**config.mk**
```make
export PLATFORM = sky130hd
export DESIGN_NAME = mem_arbiter
export DESIGN_NICKNAME = d
export VERILOG_FILES = /design/src/rtl/mem_arbiter_pkg.sv /design/src/rtl/mem_arbiter_rr_pick.sv /design/src/rtl/mem_arbiter.sv
export SDC_FILE = /design/constraint.sdc
export NUM_CORES = 1
export LEC_CHECK = 0
export ABC_CLOCK_PERIOD_IN_PS = 2100
export CAP_MARGIN = 40
export CORE_UTILIZATION = 38
export CTS_BUF_LIST = sky130_fd_sc_hd__clkbuf_16
export DETAILED_ROUTE_END_ITERATION = 12
export PLACE_DENSITY = 0.83
export REMOVE_ABC_BUFFERS = 1
export SLEW_MARGIN = 10
export SYNTH_ARGS = -nofsm -noshare
export SYNTH_HDL_FRONTEND = slang
export SYNTH_HIERARCHICAL = 1
export SYNTH_SLANG_ARGS = --single-unit
```
**constraint.sdc**
```tcl
create_clock -name clk -period 2.1 [get_ports clk]
set_clock_uncertainty 0.2 [all_clocks]
set_input_delay 0.42 -clock clk [delete_from_list [all_inputs] [get_ports clk]]
set_output_delay 0.42 -clock clk [all_outputs]
set_load 0.02 [all_outputs]
```
**src/rtl/mem_arbiter_pkg.sv**
```systemverilog
// rtl/mem_arbiter_pkg.sv - FSM encoding and requester ids shared by the arbiter files
package mem_arbiter_pkg;

    localparam logic [1:0] ST_IDLE   = 2'b00;
    localparam logic [1:0] ST_ACCESS = 2'b01;
    localparam logic [1:0] ST_RDATA  = 2'b10;

    localparam logic ID_CPU = 1'b0;
    localparam logic ID_IO  = 1'b1;

endpackage

```
**src/rtl/mem_arbiter_rr_pick.sv**
```systemverilog
// rtl/mem_arbiter_rr_pick.sv - two-way round-robin pick, combinational
module rr_pick
    import mem_arbiter_pkg::*;
(
    input  logic req0,
    input  logic req1,
    input  logic last,
    output logic valid,
    output logic winner
);

    always_comb begin
        valid  = req0 | req1;
        winner = ID_CPU;
        if (req0 && req1) begin
            // Tie goes to whoever was not served last.
            winner = (last == ID_CPU) ? ID_IO : ID_CPU;
        end else if (req1) begin
            winner = ID_IO;
        end
    end

endmodule

```
**src/rtl/mem_arbiter.sv**
```systemverilog
// rtl/mem_arbiter.sv - two-requester single-port RAM arbiter (IDLE/ACCESS/RDATA)
module mem_arbiter
    import mem_arbiter_pkg::*;
#(
    parameter int data_width = 16,
    parameter int addr_width = 8
) (
    input  logic                  clk,
    input  logic                  reset,
    input  logic                  req0,
    input  logic                  req1,
    input  logic                  we0,
    input  logic                  we1,
    input  logic [addr_width-1:0] addr0,
    input  logic [addr_width-1:0] addr1,
    input  logic [data_width-1:0] wdata0,
    input  logic [data_width-1:0] wdata1,
    output logic                  gnt0,
    output logic                  gnt1,
    output logic                  rvalid0,
    output logic                  rvalid1,
    output logic [data_width-1:0] rdata,
    output logic [addr_width-1:0] ram_read_address,
    output logic [addr_width-1:0] ram_write_address,
    output logic                  ram_write,
    output logic [data_width-1:0] ram_din,
    input  logic [data_width-1:0] ram_dout
);

    logic [1:0]            state_q, state_d;
    logic                  id_q, id_d;
    logic                  we_q, we_d;
    logic                  last_q, last_d;
    logic [addr_width-1:0] addr_q, addr_d;
    logic [data_width-1:0] wdata_q, wdata_d;
    logic [data_width-1:0] rdata_q, rdata_d;
    logic                  pick_valid;
    logic                  pick_winner;
    logic                  in_access;
    logic                  in_rdata;

    rr_pick u_rr_pick (
        .req0   (req0),
        .req1   (req1),
        .last   (last_q),
        .valid  (pick_valid),
        .winner (pick_winner)
    );

    always_comb begin
        state_d = state_q;
        id_d    = id_q;
        we_d    = we_q;
        last_d  = last_q;
        addr_d  = addr_q;
        wdata_d = wdata_q;
        rdata_d = rdata_q;
        case (state_q)
            ST_IDLE: begin
                if (pick_valid) begin
                    id_d    = pick_winner;
                    last_d  = pick_winner;
                    we_d    = (pick_winner == ID_IO) ? we1    : we0;
                    addr_d  = (pick_winner == ID_IO) ? addr1  : addr0;
                    wdata_d = (pick_winner == ID_IO) ? wdata1 : wdata0;
                    state_d = ST_ACCESS;
                end
            end
            ST_ACCESS: begin
                state_d = we_q ? ST_IDLE : ST_RDATA;
            end
            ST_RDATA: begin
                rdata_d = ram_dout;
                state_d = ST_IDLE;
            end
            default: begin
                state_d = ST_IDLE;
            end
        endcase
    end

    always_ff @(posedge clk) begin
        if (reset) begin
            state_q <= ST_IDLE;
            id_q    <= ID_CPU;
            we_q    <= 1'b0;
            last_q  <= ID_IO;
            addr_q  <= '0;
            wdata_q <= '0;
            rdata_q <= '0;
        end else begin
            state_q <= state_d;
            id_q    <= id_d;
            we_q    <= we_d;
            last_q  <= last_d;
            addr_q  <= addr_d;
            wdata_q <= wdata_d;
            rdata_q <= rdata_d;
        end
    end

    // Reset masks strobes in the same cycle so an aborted write never reaches the RAM.
    assign in_access = (state_q == ST_ACCESS) && !reset;
    assign in_rdata  = (state_q == ST_RDATA) && !reset;

    assign gnt0    = in_access && (id_q == ID_CPU);
    assign gnt1    = in_access && (id_q == ID_IO);
    assign rvalid0 = in_rdata && (id_q == ID_CPU);
    assign rvalid1 = in_rdata && (id_q == ID_IO);

    assign ram_write         = in_access && we_q;
    assign ram_read_address  = addr_q;
    assign ram_write_address = addr_q;
    assign ram_din           = wdata_q;

    assign rdata = reset ? '0 : (in_rdata ? ram_dout : rdata_q);

endmodule

```
==> results.txt, run 1 <==
- In this design, the stage delay of the slowest critical-path cell is 0.32 ns.
* Ordered list of cells on the worst path: dlygate4sd2_1, nor2_2, and3_1, dlygate4sd2_1
- The initial utilization of the core area, before any placement, comes to 0.404.
* Number of vias per cell: 4.86
* First-pass DRT Iterations: 4
- The tightest min-delay check is of the reg -> reg type.
- CP Data Required Time: 1.48 ns
* CP Capture Type: primary output
* Fin. Hold Viols: 0
- The routed design has 5.82 mm of wire.
* Die boundary width: 76.4 µm
- Fraction of the yosys area taken by sequential cells: 0.428
- Number of flops mapped to enable cells by yosys: 0
- Setup violations remaining at the end of the flow were counted as 0.
- Vias in the first global route: 2086
- Number of nets in the finished design: 413
* #FFs+latches synth: 45
- Setup repair after global routing left no endpoint under its margin.
- Boundary Pins: 123
- After clock tree synthesis, the clock-pin slew on the worst setup and hold paths is 0.06 ns.
- For this run, design rule violations remaining after detail routing come to 0.
* Commonest cells after routing, fill and taps aside: sky130_fd_sc_hd__clkdlybuf4s50_1 (100), sky130_fd_sc_hd__dfxtp_1 (43), sky130_fd_sc_hd__nand2_1 (34)
* Area enclosed by the die boundary: 5840 µm²
- The core region is 5200 µm².
* Average wire per standard cell: 14.1 µm
- The most numerous cell type found on the critical path is sky130_fd_sc_hd__dlygate4sd2_1.
* Vert. Die Dim: 76.4 µm
- The average instance in the mapped netlist occupies 10.3 µm².
* Internal Pwr Total: 1720 µW
- Power per Cell Area: 655 nW/µm²
* Smallest setup slack after layout: 0.0965 ns
* Max-cap viol count: 0
* Wire length of the first global-routing pass: 9.65 mm
- 0 antenna diodes ended up in the layout.
- Hold timing on the final database bottoms out at a slack of 0.264 ns.
- Total number of vias: 2009
- In the global route stage, overall resource usage came out at 0.209.
* Clock tree from TritonCTS: done
* Minimum clock period after layout: 2.00 ns
* Pins over their slew limit: 0
- Remaining global-route overflow: 0
- IR analysis of the VDD net gives a maximum drop of 0.572 mV.
* Predominant post-synthesis flop cell: sky130_fd_sc_hd__dfxtp_1
- During placement, the flow inserted port buffers numbering 122.
- Synthesis produced 205 cells.
* Tot Pwr: 2360 µW
* Commonest non-fill, non-tap cell in the layout: sky130_fd_sc_hd__clkdlybuf4s50_1
* Area growth, synth to finish: 70.9%
* Final ANT Viol Nets: 0
* Post-route fraction of the period consumed by the critical path: 0.954
- After floorplanning, the core was divided into 26 placement rows.
* Pre-CTS setup slack: -0.461 ns
- Net switching power of the design: 637 µW
- Entering global routing, the biggest net connects 20 pins.
- Fraction of layout cells with a size suffix above 1: 0.245
* Power share of the combinational group: 0.283
- Based on the critical path, the design can be clocked at up to 499 MHz.
- The worst setup path is launched from an input pin.
* Syn. warnings: 6
- CTS saw 45 sinks.
- Of the total power, registers draw 0.413.
* Leakage power: 0.00143 µW
- Share of total power consumed by net switching: 0.270
* Master of the slowest instance on the critical path: sky130_fd_sc_hd__dlygate4sd2_1
- Routability-driven placement finished with a final weighted congestion of 0.740.
- The clock reaches the later pin of the worst-skew pair after 0.28 ns.
- After synthesis, the netlist uses 24 different library cells.
- Critical path class: in -> out
- The mapped netlist covers 2100 µm².
- Slew @ Worst Pin: 0.272 ns
- The clock tree synthesis step divided the H-tree into 2 levels.
* DR iter-0 viols: 56
* Async set-or-reset flop fraction in the synthesized netlist: 0
- The number of antenna violations at the first check in global routing was 0.
- Arrival time of the worst setup path: 1.38 ns
- Buffers inserted to repair hold after CTS numbered 0.
- The HPWL after detailed placement is 4.42 mm.
- Counting along the longest clock path gives a buffer depth of 2.
* Portion of total power attributed to the clock network: 0.304
* Highest net fanout along the worst path: 5
- Slew HR: 0.818
* Cell at the root of the clock tree: sky130_fd_sc_hd__clkbuf_16
* Cts bufs inserted: 5
- Outcome: finished, final reports clean
-- state kept, by name (all words and copies together), names as in the netlist --
register	cells
ram_din	16
rdata_q	16
ram_read_address	8
state_q	2
id_q	1
last_q	1
we_q	1
-- through the flow --
| stage | setup TNS [ns] | util | area (µm²) | cells |
|---|---|---|---|---|
| final | 0 | 0.691 | 3600 | 413 |
| after global routing | 0 | 0.691 | 3600 | 413 |
| after CTS | 0 | 0.691 | 3600 | 413 |
| after detailed placement | -11.72 | 0.674 | 3510 | 404 |
| after global placement | -11.50 | 0.674 | 3510 | 404 |
| after floorplan | -23.50 | - | 1900 | 181 |
-- power groups by stage --
stage | sequential, µW | combinational, µW | clock [µW]
after floorplan | 1060 | 203 | 0
after global placement | 986 | 661 | 0
after detailed placement | 989 | 675 | 0
after CTS | 973 | 674 | 729
after global routing | 981 | 712 | 777
final | 973 | 668 | 716
-- synth_stat cells, types with 2 or more instances --
library cell | n | area, µm²
sky130_fd_sc_hd__buf_12 | 2 | 40.0
sky130_fd_sc_hd__clkbuf_1 | 3 | 11.3
sky130_fd_sc_hd__and3_1 | 2 | 12.5
sky130_fd_sc_hd__nor2_1 | 3 | 11.3
sky130_fd_sc_hd__o2bb2ai_1 | 6 | 52.6
sky130_fd_sc_hd__dfxtp_1 | 45 | 901
sky130_fd_sc_hd__nand2_1 | 34 | 128
sky130_fd_sc_hd__o21ai_0 | 2 | 10.0
sky130_fd_sc_hd__a21oi_1 | 33 | 165
sky130_fd_sc_hd__buf_6 | 4 | 45.0
sky130_fd_sc_hd__buf_2 | 3 | 15.0
sky130_fd_sc_hd__nand2b_1 | 3 | 18.8
sky130_fd_sc_hd__buf_4 | 12 | 90.1
sky130_fd_sc_hd__o2bb2ai_2 | 19 | 285
sky130_fd_sc_hd__mux2i_1 | 25 | 250
-- routing by layer --
layer / global-route usage / up-vias / part of all wire
met5: 0 / - / 0
met4: 0.108 / 0 / 0.027
met3: 0.0467 / 13 / 0.045
met2: 0.377 / 63 / 0.52
met1: 0.229 / 942 / 0.41
li1: - / 991 / -
-- cell type report --
type                            count  area (µm²)
Multi-Input combinational cell    135        1020
Clock inverter                      2        7.51
Timing Repair Buffer              155        1450
Sequential cell                    45         903
Fill cell                         437        1610
Clock buffer                        5         125
Tap cell                           70        87.6
Inverter                            1        3.75
-- path summary, 6_finish.rpt --
kind	from	slack, ns	cells after the start	endpoint
worst min-delay path	rdata_q[6]	0.26	2	rdata_q[6]
worst min register to register	rdata_q[6]	0.26	2	rdata_q[6]
worst max-delay path	reset	0.1	4	ram_write
worst max register to register	state_q[1]	0.57	5	ram_din[5]
-- critical path: cells and delay by family --
family	cells	cell delay, ns
buf+inv	2	0.64
simple gates	2	0.32
-- kinds of logic after synthesis --
logic type | Yosys count | synth area share
buf+inv | 25 | 0.0975
flops | 45 | 0.428
simple gates | 49 | 0.108
mux | 25 | 0.119
compound gates | 61 | 0.247
-- repair_timing --
action | in CTS | in global routing
buffers inserted | 0 | 0
endpoints found under the setup margin | 21 | 13
hold endpoints to repair | 0 | 0
cloned | 2 | 0
resized for setup | 85 | 7
(Power assumes the default switching activity.)
==> run 2, diff against run 1 <==
--- a/config.mk
+++ b/config.mk
@@ -5,9 +5,10 @@
 export SDC_FILE = /design/constraint.sdc
 export NUM_CORES = 1
 export LEC_CHECK = 0
-export ABC_CLOCK_PERIOD_IN_PS = 2100
+export ABC_AREA = 1
+export ABC_CLOCK_PERIOD_IN_PS = 2200
 export CAP_MARGIN = 40
-export CORE_UTILIZATION = 38
+export CORE_UTILIZATION = 39
 export CTS_BUF_LIST = sky130_fd_sc_hd__clkbuf_16
 export DETAILED_ROUTE_END_ITERATION = 12
 export PLACE_DENSITY = 0.83
==> constraint.sdc (replaced) <==
create_clock -name clk -period 2.2 [get_ports clk]
set_clock_uncertainty 0.2 [all_clocks]
set_input_delay 0.44 -clock clk [delete_from_list [all_inputs] [get_ports clk]]
set_output_delay 0.44 -clock clk [all_outputs]
set_load 0.02 [all_outputs]
==> run 2 against run 1 <==
  * Register-to-register slack improved by 0.26 ns
  * Sequential cell count unchanged
  * Setup slack worse by 0.028 ns
  * First-iteration DRC count rose by 20%
  * Global-route usage down 0.68 points
  * Routed wire length grew 2.8%
  * Largest cell class unchanged
==> results.txt, run 2 <==
- The routability-driven placement congestion ratio was 0.819 (was 0.740).
- Startpoint of the most critical register-to-register path: state_q[0] (was state_q[1])
- #FFs+latches synth: 45 (unchanged)
- Highest net fanout along the worst path: 7 (was 5)
- Combinational family with the most area after synthesis: simple AND/OR/NAND/NOR gates (was compound AO/OA/AOI/OAI gates)
- The total core area came to 5510 µm² (was 5200 µm²).
- Aggregate routed wire length: 5.98 mm (was 5.82 mm)
- The post-synthesis sequential area ratio was 0.406 (was 0.428).
- Clock transition at the register clock pins on the worst setup and hold paths after CTS: 0.06 ns (about the same)
- The total die area was 5990 µm² (was 5840 µm²).
- Arrival time of the worst setup path: 1.49 ns (was 1.38 ns)
* HPWL after detailed placement: 4.44 mm (was 4.42 mm)
* Number of nets in the finished design: 556 (was 413)
- Tot Pwr: 2510 µW (was 2360 µW)
- The commonest non-fill, non-tap cell in the layout was sky130_fd_sc_hd__nor2_1 (was sky130_fd_sc_hd__clkdlybuf4s50_1).
* Highest clock rate: 469 MHz
- The maximum count of clock buffers along a single path came to 2 (unchanged).
- The actual transition at the worst max-transition pin is 0.235 ns (was 0.272 ns).
- The initial standard-cell utilization of the core was 0.403 (was 0.404).
- The synthesized area per cell is 6.20 µm² (was 10.3 µm²).
- The detailed-route via count is 2427 (was 2009).
- Ordered list of cells on the worst path: inv_2, nand2_2, buf_4, o21ai_2, nor2_1, dlygate4sd2_1 (was dlygate4sd2_1, nor2_2, and3_1, dlygate4sd2_1).
- The die extent in x came to 77.4 µm (was 76.4 µm).
* Flop2flop setup slack: 0.83 ns (was 0.57 ns)
- The count of endpoints failing hold in the final timing report came to 0 (unchanged).
- The clock latency at the later pin of the worst-skew pair came to 0.28 ns (about the same).
- The kind of end point of the critical path is a primary output (unchanged).
- The area overhead of the layout relative to synthesis is 66.7% (was 70.9%).
* Clk sink count: 45 (unchanged)
- The number of distinct library cell variants in the gate-level netlist after synthesis came to 17 (was 24).
* Async set-or-reset flop fraction in the synthesized netlist: 0 (unchanged)
- The antenna diode count came to 0 (unchanged).
* Worst min-delay path class: reg -> reg (unchanged)
- The post-synthesis instance area was 2220 µm² (was 2100 µm²).
- Critical path class: reg -> out (was in -> out)
* GRT Resource Usage Total: 0.203 (was 0.209)
* Logic depth of the worst register-to-register path: 6 (was 5)
- The fraction of the mapped netlist area in simple logic gates came to 0.331 (was 0.108).
* Worst setup path endpoint: rdata[13] (was ram_write)
* Final routed DRC violation total: 0 (unchanged)
* Post-synthesis cell type with the largest combined area: sky130_fd_sc_hd__dfxtp_1 (unchanged)
- The most used standard cell by instance count after synthesis was sky130_fd_sc_hd__nor2_1 (was sky130_fd_sc_hd__dfxtp_1).
* Slew HR: 0.841 (was 0.818)
- Syn. warnings: 6 (unchanged)
- The setup violation total in the final timing report is 0 (unchanged).
- Number of vias per cell: 4.35 (was 4.86)
- The adder-cell share of the synthesized area was 0 (unchanged).
- The total CTS buffers was 5 (unchanged).
* CP startpoint kind: register (was input pin)
- The first-pass iteration count of the detailed router came to 6 (was 4).
- Power per Cell Area: 680 nW/µm² (was 655 nW/µm²)
* H-Tree Level Count: 2 (unchanged)
- The worst path required time came to 1.56 ns (was 1.48 ns).
* Worst R2R End: rdata_q[15] (was ram_din[5])
- Leakage power: 0.00174 µW (was 0.00143 µW)
* Commonest cells after routing, fill and taps aside: sky130_fd_sc_hd__nor2_1 (106), sky130_fd_sc_hd__clkdlybuf4s50_1 (100), sky130_fd_sc_hd__nand2_1 (79) (was sky130_fd_sc_hd__clkdlybuf4s50_1 (100), sky130_fd_sc_hd__dfxtp_1 (43), sky130_fd_sc_hd__nand2_1 (34))
- Synth top cells by count: sky130_fd_sc_hd__nor2_1 (106), sky130_fd_sc_hd__nand2_1 (79), sky130_fd_sc_hd__inv_1 (52), sky130_fd_sc_hd__dfxtp_1 (45), sky130_fd_sc_hd__o21ai_0 (34) (was sky130_fd_sc_hd__dfxtp_1 (45), sky130_fd_sc_hd__nand2_1 (34), sky130_fd_sc_hd__a21oi_1 (33), sky130_fd_sc_hd__mux2i_1 (25), sky130_fd_sc_hd__o2bb2ai_2 (19)).
- Vert. Die Dim: 77.4 µm (was 76.4 µm)
- Worst stage delay on the critical path: 0.37 ns (was 0.32 ns)
- Boundary Pins: 123 (unchanged)
- Minimum clock period after layout: 2.13 ns
* Initial antenna violation count: 0 (unchanged)
- The post-detailed-route count of antenna-violating nets was 0 (unchanged).
- The minimum hold slack was 0.225 ns (was 0.264 ns).
* Master of the slowest instance on the critical path: sky130_fd_sc_hd__dfxtp_1 (was sky130_fd_sc_hd__dlygate4sd2_1)
- Max-cap viol count: 0 (unchanged)
- The post-synthesis mux area share was 0 (was 0.119).
* Wire length of the first global-routing pass: 9.77 mm (was 9.65 mm)
- Cell types occupying the most area after synthesis: sky130_fd_sc_hd__dfxtp_1 (41%), sky130_fd_sc_hd__nor2_1 (18%), sky130_fd_sc_hd__nand2_1 (13%), sky130_fd_sc_hd__inv_1 (8.8%), sky130_fd_sc_hd__o21ai_0 (7.7%) (was sky130_fd_sc_hd__dfxtp_1 (43%), sky130_fd_sc_hd__o2bb2ai_2 (14%), sky130_fd_sc_hd__mux2i_1 (12%), sky130_fd_sc_hd__a21oi_1 (7.8%), sky130_fd_sc_hd__nand2_1 (6.1%)).
- Outcome: finished, final reports clean (unchanged)
* Cell at the root of the clock tree: sky130_fd_sc_hd__clkbuf_16 (unchanged)
* Worst setup path start: state_q[0] (was reset)
* Number of flops mapped to enable cells by yosys: 0 (unchanged)
* Proportion of netlist area held by the largest area contributor: 0.406 (was 0.428)
* Worst ir drop on vdd: 0.401 mV (was 0.572 mV)
- Clock tree from TritonCTS: done (unchanged)
- Pins over their slew limit: 0 (unchanged)
- Pin count of the biggest net entering global routing: 52 (was 20)
- Number of port buffers: 122 (unchanged)
* Placement row count: 27 (was 26)
- The xor and xnor fraction of the mapped netlist area is 0 (unchanged).
- Remaining global-route overflow: 0 (unchanged)
* Fraction of layout cells with a size suffix above 1: 0.103 (was 0.245)
* Vias in the first global route: 2221 (was 2086)
- The most frequently used flop master after synthesis is sky130_fd_sc_hd__dfxtp_1 (unchanged).
* Post-route fraction of the period consumed by the critical path: 0.969
- The average routed wire per standard cell came to 10.7 µm (was 14.1 µm).
* DR iter-0 viols: 67 (was 56)
* Compound-cell area share of the yosys netlist: 0.0970 (was 0.247)
* Cells after synthesis: 358 (was 205)
[run 2: layer usage]
metal	track usage	part of all wire
met1	0.229	0.42
met5	0	0
met3	0.0588	0.088
met4	0.0585	0.010
met2	0.366	0.49
[run 2: logic make-up (layout without fill, tap and decap cells)]
kind of cell	after synthesis	after routing
AND/OR/NAND/NOR	191	191
AO/OA/AOI/OAI	43	43
buffers and inverters	79	207
flip-flops	45	45
[run 2: repair_timing]
item                       4_1_cts  5_1_grt
buffers inserted                 3        0
cloned                           1        0
hold buffers                     0        0
resized for setup               29       33
setup endpoints to repair       21       16
[run 2: worst min-delay path by stage]
stage | startpoint | end | slack (ns) | cells after the start
floorplan | we_q | state_q[1] | 0.19 | 1
global placement | we_q | state_q[1] | 0.20 | 1
detailed placement | we_q | state_q[1] | 0.22 | 1
CTS | we_q | state_q[1] | 0.23 | 1
global route | we_q | state_q[1] | 0.25 | 1
finish | we_q | state_q[1] | 0.23 | 1
[run 2: final cells by class]
class                           count  area (µm²)
Tap cell                           72        90.1
Clock inverter                      2        35.0
Sequential cell                    45         901
Multi-Input combinational cell    234         965
Timing Repair Buffer              144        1360
Fill cell                         482        1810
Clock buffer                        5         125
Timing Repair inverter              1        7.51
Inverter                           55         211
[run 2: through the flow]
step / setup TNS (ns) / area (µm²) / setup slack [ns] / cells / utilization
after floorplan: -15.99 / 2060 / -0.600 / 334 / -
after detailed placement: -9.51 / 3560 / -0.527 / 547 / 0.646
after CTS: 0 / 3730 / 0.00416 / 558 / 0.678
after global routing: -0.0221 / 3700 / -0.0221 / 558 / 0.672
final: 0 / 3700 / 0.0689 / 558 / 0.672
after global placement: -9.29 / 3560 / -0.501 / 547 / 0.646
[run 2: power breakdown]
| part | switching (µW) | internal (µW) | leakage, µW |
|---|---|---|---|
| Sequential | 43.1 | 896 | 0.000371 |
| Combinational | 388 | 382 | 0.00129 |
| Clock | 280 | 526 | 0.0000797 |
| Total | 711 | 1800 | 0.00174 |
[run 2: critical path, delay by kind of cell, from the launching register on]
| family | cells | cell delay (ns) |
|---|---|---|
| simple gates | 2 | 0.20 |
| buf+inv | 3 | 0.57 |
| compound gates | 1 | 0.07 |
| flops | 1 | 0.37 |
==> run 3, diff against run 2 <==
--- a/config.mk
+++ b/config.mk
@@ -8,10 +8,11 @@
 export ABC_AREA = 1
 export ABC_CLOCK_PERIOD_IN_PS = 2200
 export CAP_MARGIN = 40
-export CORE_UTILIZATION = 39
+export CORE_UTILIZATION = 62
 export CTS_BUF_LIST = sky130_fd_sc_hd__clkbuf_16
 export DETAILED_ROUTE_END_ITERATION = 12
-export PLACE_DENSITY = 0.83
+export DONT_BUFFER_PORTS = 1
+export PLACE_DENSITY = 0.8
 export REMOVE_ABC_BUFFERS = 1
 export SLEW_MARGIN = 10
 export SYNTH_ARGS = -nofsm -noshare
==> run 3 against run 2 <==
  * Via count fell by 20%
  * Global-route usage fell by 0.24 points
  * Sequential cell count did not move
  * Combinational power fell by 54%
  * Critical endpoint is now rvalid0
  * Highest routed layer unchanged
==> results.txt, run 3 (same netlist as run 2, synthesis figures left out) <==
- DR iter-0 viols: 92 (was 67)
- Highest clock rate: 491 MHz (was 469 MHz)
* Highest signal layer in the routed design: met4 (unchanged)
- The count of endpoints failing hold in the final timing report was 0 (unchanged).
- The startpoint-to-endpoint class of the critical path was reg -> out (unchanged).
- Total routed wire length on the met1 layer: 1.78 mm (was 2.49 mm)
- The DRC violations left is 0 (unchanged).
- The total core area came to 3390 µm² (was 5510 µm²).
- The post-route setup TNS came to 0 ns (unchanged).
* Worst ir drop on vdd: 0.664 mV (was 0.401 mV)
- The clock period minus worst slack came to 2.04 ns (was 2.13 ns).
- The hold path startpoint is reset (was we_q).
* Final ANT Viol Nets: 0 (unchanged)
- Setup repair after global routing missed its margin: no
- The kind of end point of the critical path is a primary output (unchanged).
- CP Data Required Time: 1.56 ns (about the same)
* Boundary Pins: 123 (unchanged)
- The clock transition at the registers of the reported paths was 0.06 ns (about the same).
- Commonest non-fill, non-tap cell in the layout: sky130_fd_sc_hd__nor2_1 (unchanged)
- GRT Resource Usage Total: 0.200 (was 0.203)
- Fraction of layout cells with a size suffix above 1: 0.0986 (was 0.103)
- The share of the clock period used by the worst path after layout was 0.925 (was 0.969).
- Logic depth of the worst register-to-register path: 5 (was 6)
- Ordered list of cells on the worst path: nand2_2, inv_2, nand2_1, nor2_1 (was inv_2, nand2_2, buf_4, o21ai_2, nor2_1, dlygate4sd2_1).
- Slew @ Worst Pin: 0.498 ns (was 0.235 ns)
- Highest net fanout along the worst path: 17 (was 7)
* Initial antenna violation count: 0 (unchanged)
- Antenna diode count: 0 (unchanged)
- The final count of pins violating max slew came to 0 (unchanged).
* Family with the most delay on the worst path: simple AND/OR/NAND/NOR gates (was buffers and inverters)
- Final weighted congestion in routability-driven placement: 0.690 (was 0.819)
- Met2 routed wirelength: 1.87 mm (was 2.90 mm)
- The worst hold path stage count was 1 (unchanged).
- CP startpoint kind: register (unchanged)
* Clock latency on the worst-skew pair: 0.27 ns (was 0.28 ns)
* Total number of vias: 1945 (was 2427)
- Max-cap viol count: 0 (unchanged)
* Power per Cell Area: 851 nW/µm² (was 680 nW/µm²)
- The total half-perimeter wirelength after legalization and detailed placement was 2.94 mm (was 4.44 mm).
* Average wire per standard cell: 9.94 µm (was 10.7 µm)
- Cell at the root of the clock tree: sky130_fd_sc_hd__clkbuf_16 (unchanged)
* Worst stage delay on the critical path: 0.37 ns (about the same)
- The per-cell via count in the routed design is 4.73 (was 4.35).
* Placement row count: 21 (was 27)
- The routed length on met3 is 388 µm (was 527 µm).
- The buffer and inverter count on the worst path came to 1 (was 3).
- The worst path arrival time is 1.40 ns (was 1.49 ns).
* Master of the slowest instance on the critical path: sky130_fd_sc_hd__dfxtp_1 (unchanged)
- The type of the tightest min-delay check is in -> reg (was reg -> reg).
- Outcome: finished, final reports clean (unchanged)
* Number of nets in the finished design: 434 (was 556)
* Clk sink count: 45 (unchanged)
- The die span in y came to 61.8 µm (was 77.4 µm).
* Slew HR: 0.668 (was 0.841)
- The H-tree depth was 2 (unchanged).
- The number of buffers inserted for hold repair after clock tree synthesis was 0 (unchanged).
- Clock tree from TritonCTS: done (unchanged)
- The number of fill cells in the layout is 302 (was 482).
- Number of gates resized after CTS: 0 (was 29)
* Postcts setup bufs: 0 (was 3)
- Wire length of the first global-routing pass: 5.62 mm (was 9.77 mm)
* Commonest cells after routing, fill and taps aside: sky130_fd_sc_hd__nor2_1 (106), sky130_fd_sc_hd__nand2_1 (79), sky130_fd_sc_hd__inv_1 (52) (was sky130_fd_sc_hd__nor2_1 (106), sky130_fd_sc_hd__clkdlybuf4s50_1 (100), sky130_fd_sc_hd__nand2_1 (79))
- First-pass DRT Iterations: 4 (was 6)
- The minimum hold slack was 0.0292 ns (was 0.225 ns).
- The leakage component of the power came to 0.00123 µW (was 0.00174 µW).
* Cts bufs inserted: 5 (unchanged)
* Vias in the first global route: 1376 (was 2221)
- The aggregate routed wire length is 4.09 mm (was 5.98 mm).
- Worst R2R End: ram_din[9] (was rdata_q[15])
- Pin count of the biggest net entering global routing: 54 (was 52)
* Remaining global-route overflow: 0 (unchanged)
- The total die area was 3820 µm² (was 5990 µm²).
- Number of failing setup endpoints in the final timing report: 0 (unchanged)
- Endpoint with the worst hold slack: state_q[0] (was state_q[1])
- Startpoint of the most critical register-to-register path: state_q[1] (was state_q[0])
- The maximum count of clock buffers along a single path is 2 (unchanged).
- Initial Util: 0.654 (was 0.403)
* Die boundary width: 61.8 µm (was 77.4 µm)
- Area growth, synth to finish: 9.81% (was 66.7%)
- The number of buffers inserted by port buffering was 0 (was 122).
- The reg2reg setup slack was 0.80 ns (was 0.83 ns).
-- run 3: cell types whose count changed in the layout (fill, tap and decap cells not counted), moves of 3 or more --
cell / previous run / this run
sky130_fd_sc_hd__buf_12: 3 / 0
sky130_fd_sc_hd__buf_4: 19 / 23
sky130_fd_sc_hd__clkbuf_2: 11 / 0
sky130_fd_sc_hd__clkdlybuf4s15_1: 5 / 0
sky130_fd_sc_hd__clkdlybuf4s50_1: 100 / 0
sky130_fd_sc_hd__dlygate4sd2_1: 5 / 0
sky130_fd_sc_hd__o21ai_0: 26 / 34
sky130_fd_sc_hd__o21ai_1: 14 / 7
-- run 3: how the worst max path moves through the flow --
stage / end / cells after the start / start
global placement: rdata[12] / 4 / reset
global route: rvalid1 / 4 / state_q[1]
CTS: rdata[6] / 5 / state_q[1]
floorplan: ram_din[0] / 5 / req1
finish: rvalid0 / 4 / state_q[1]
detailed placement: rdata[6] / 4 / reset
-- run 3: worst reg2reg max path: cells and delay by family (launching register included) --
kind	cells	cell delay [ns]
simple gates	5	0.82
flops	1	0.33
-- run 3: layer usage --
| metal | track usage | vias up |
|---|---|---|
| met5 | 0 | - |
| met4 | 0.0825 | 0 |
| met3 | 0.0621 | 5 |
| met2 | 0.352 | 83 |
| met1 | 0.225 | 795 |
| li1 | - | 1062 |
-- run 3: final cells by class --
cell class              instances  area [µm²]  share of cell area
clock inverters                 3        12.5             0.00514
clock buffers                   5         125              0.0514
well taps                      46        57.6              0.0236
flip-flops and latches         45         901               0.370
inverters                      55         206              0.0847
repair buffers                 23         173              0.0709
multi-input cells             234         961               0.394
-- run 3: power by group --
group / leakage, µW / switching, µW / internal [µW]
sequential: 0.000371 / 140 / 896
clock: 0.0000687 / 269 / 410
combinational: 0.000791 / 229 / 129
-- run 3: through the flow --
step                power [µW]  utilization  instance area [µm²]  instances  setup WS (ns)
floorplan                 1320            -                 2060        334         -0.600
detailed placement        1410        0.678                 2300        403          0.461
finish                    2070        0.719                 2440        411          0.164
global route              2210        0.719                 2440        411         0.0398
CTS                       2100        0.719                 2440        411          0.167
global placement          1400        0.678                 2300        403          0.486
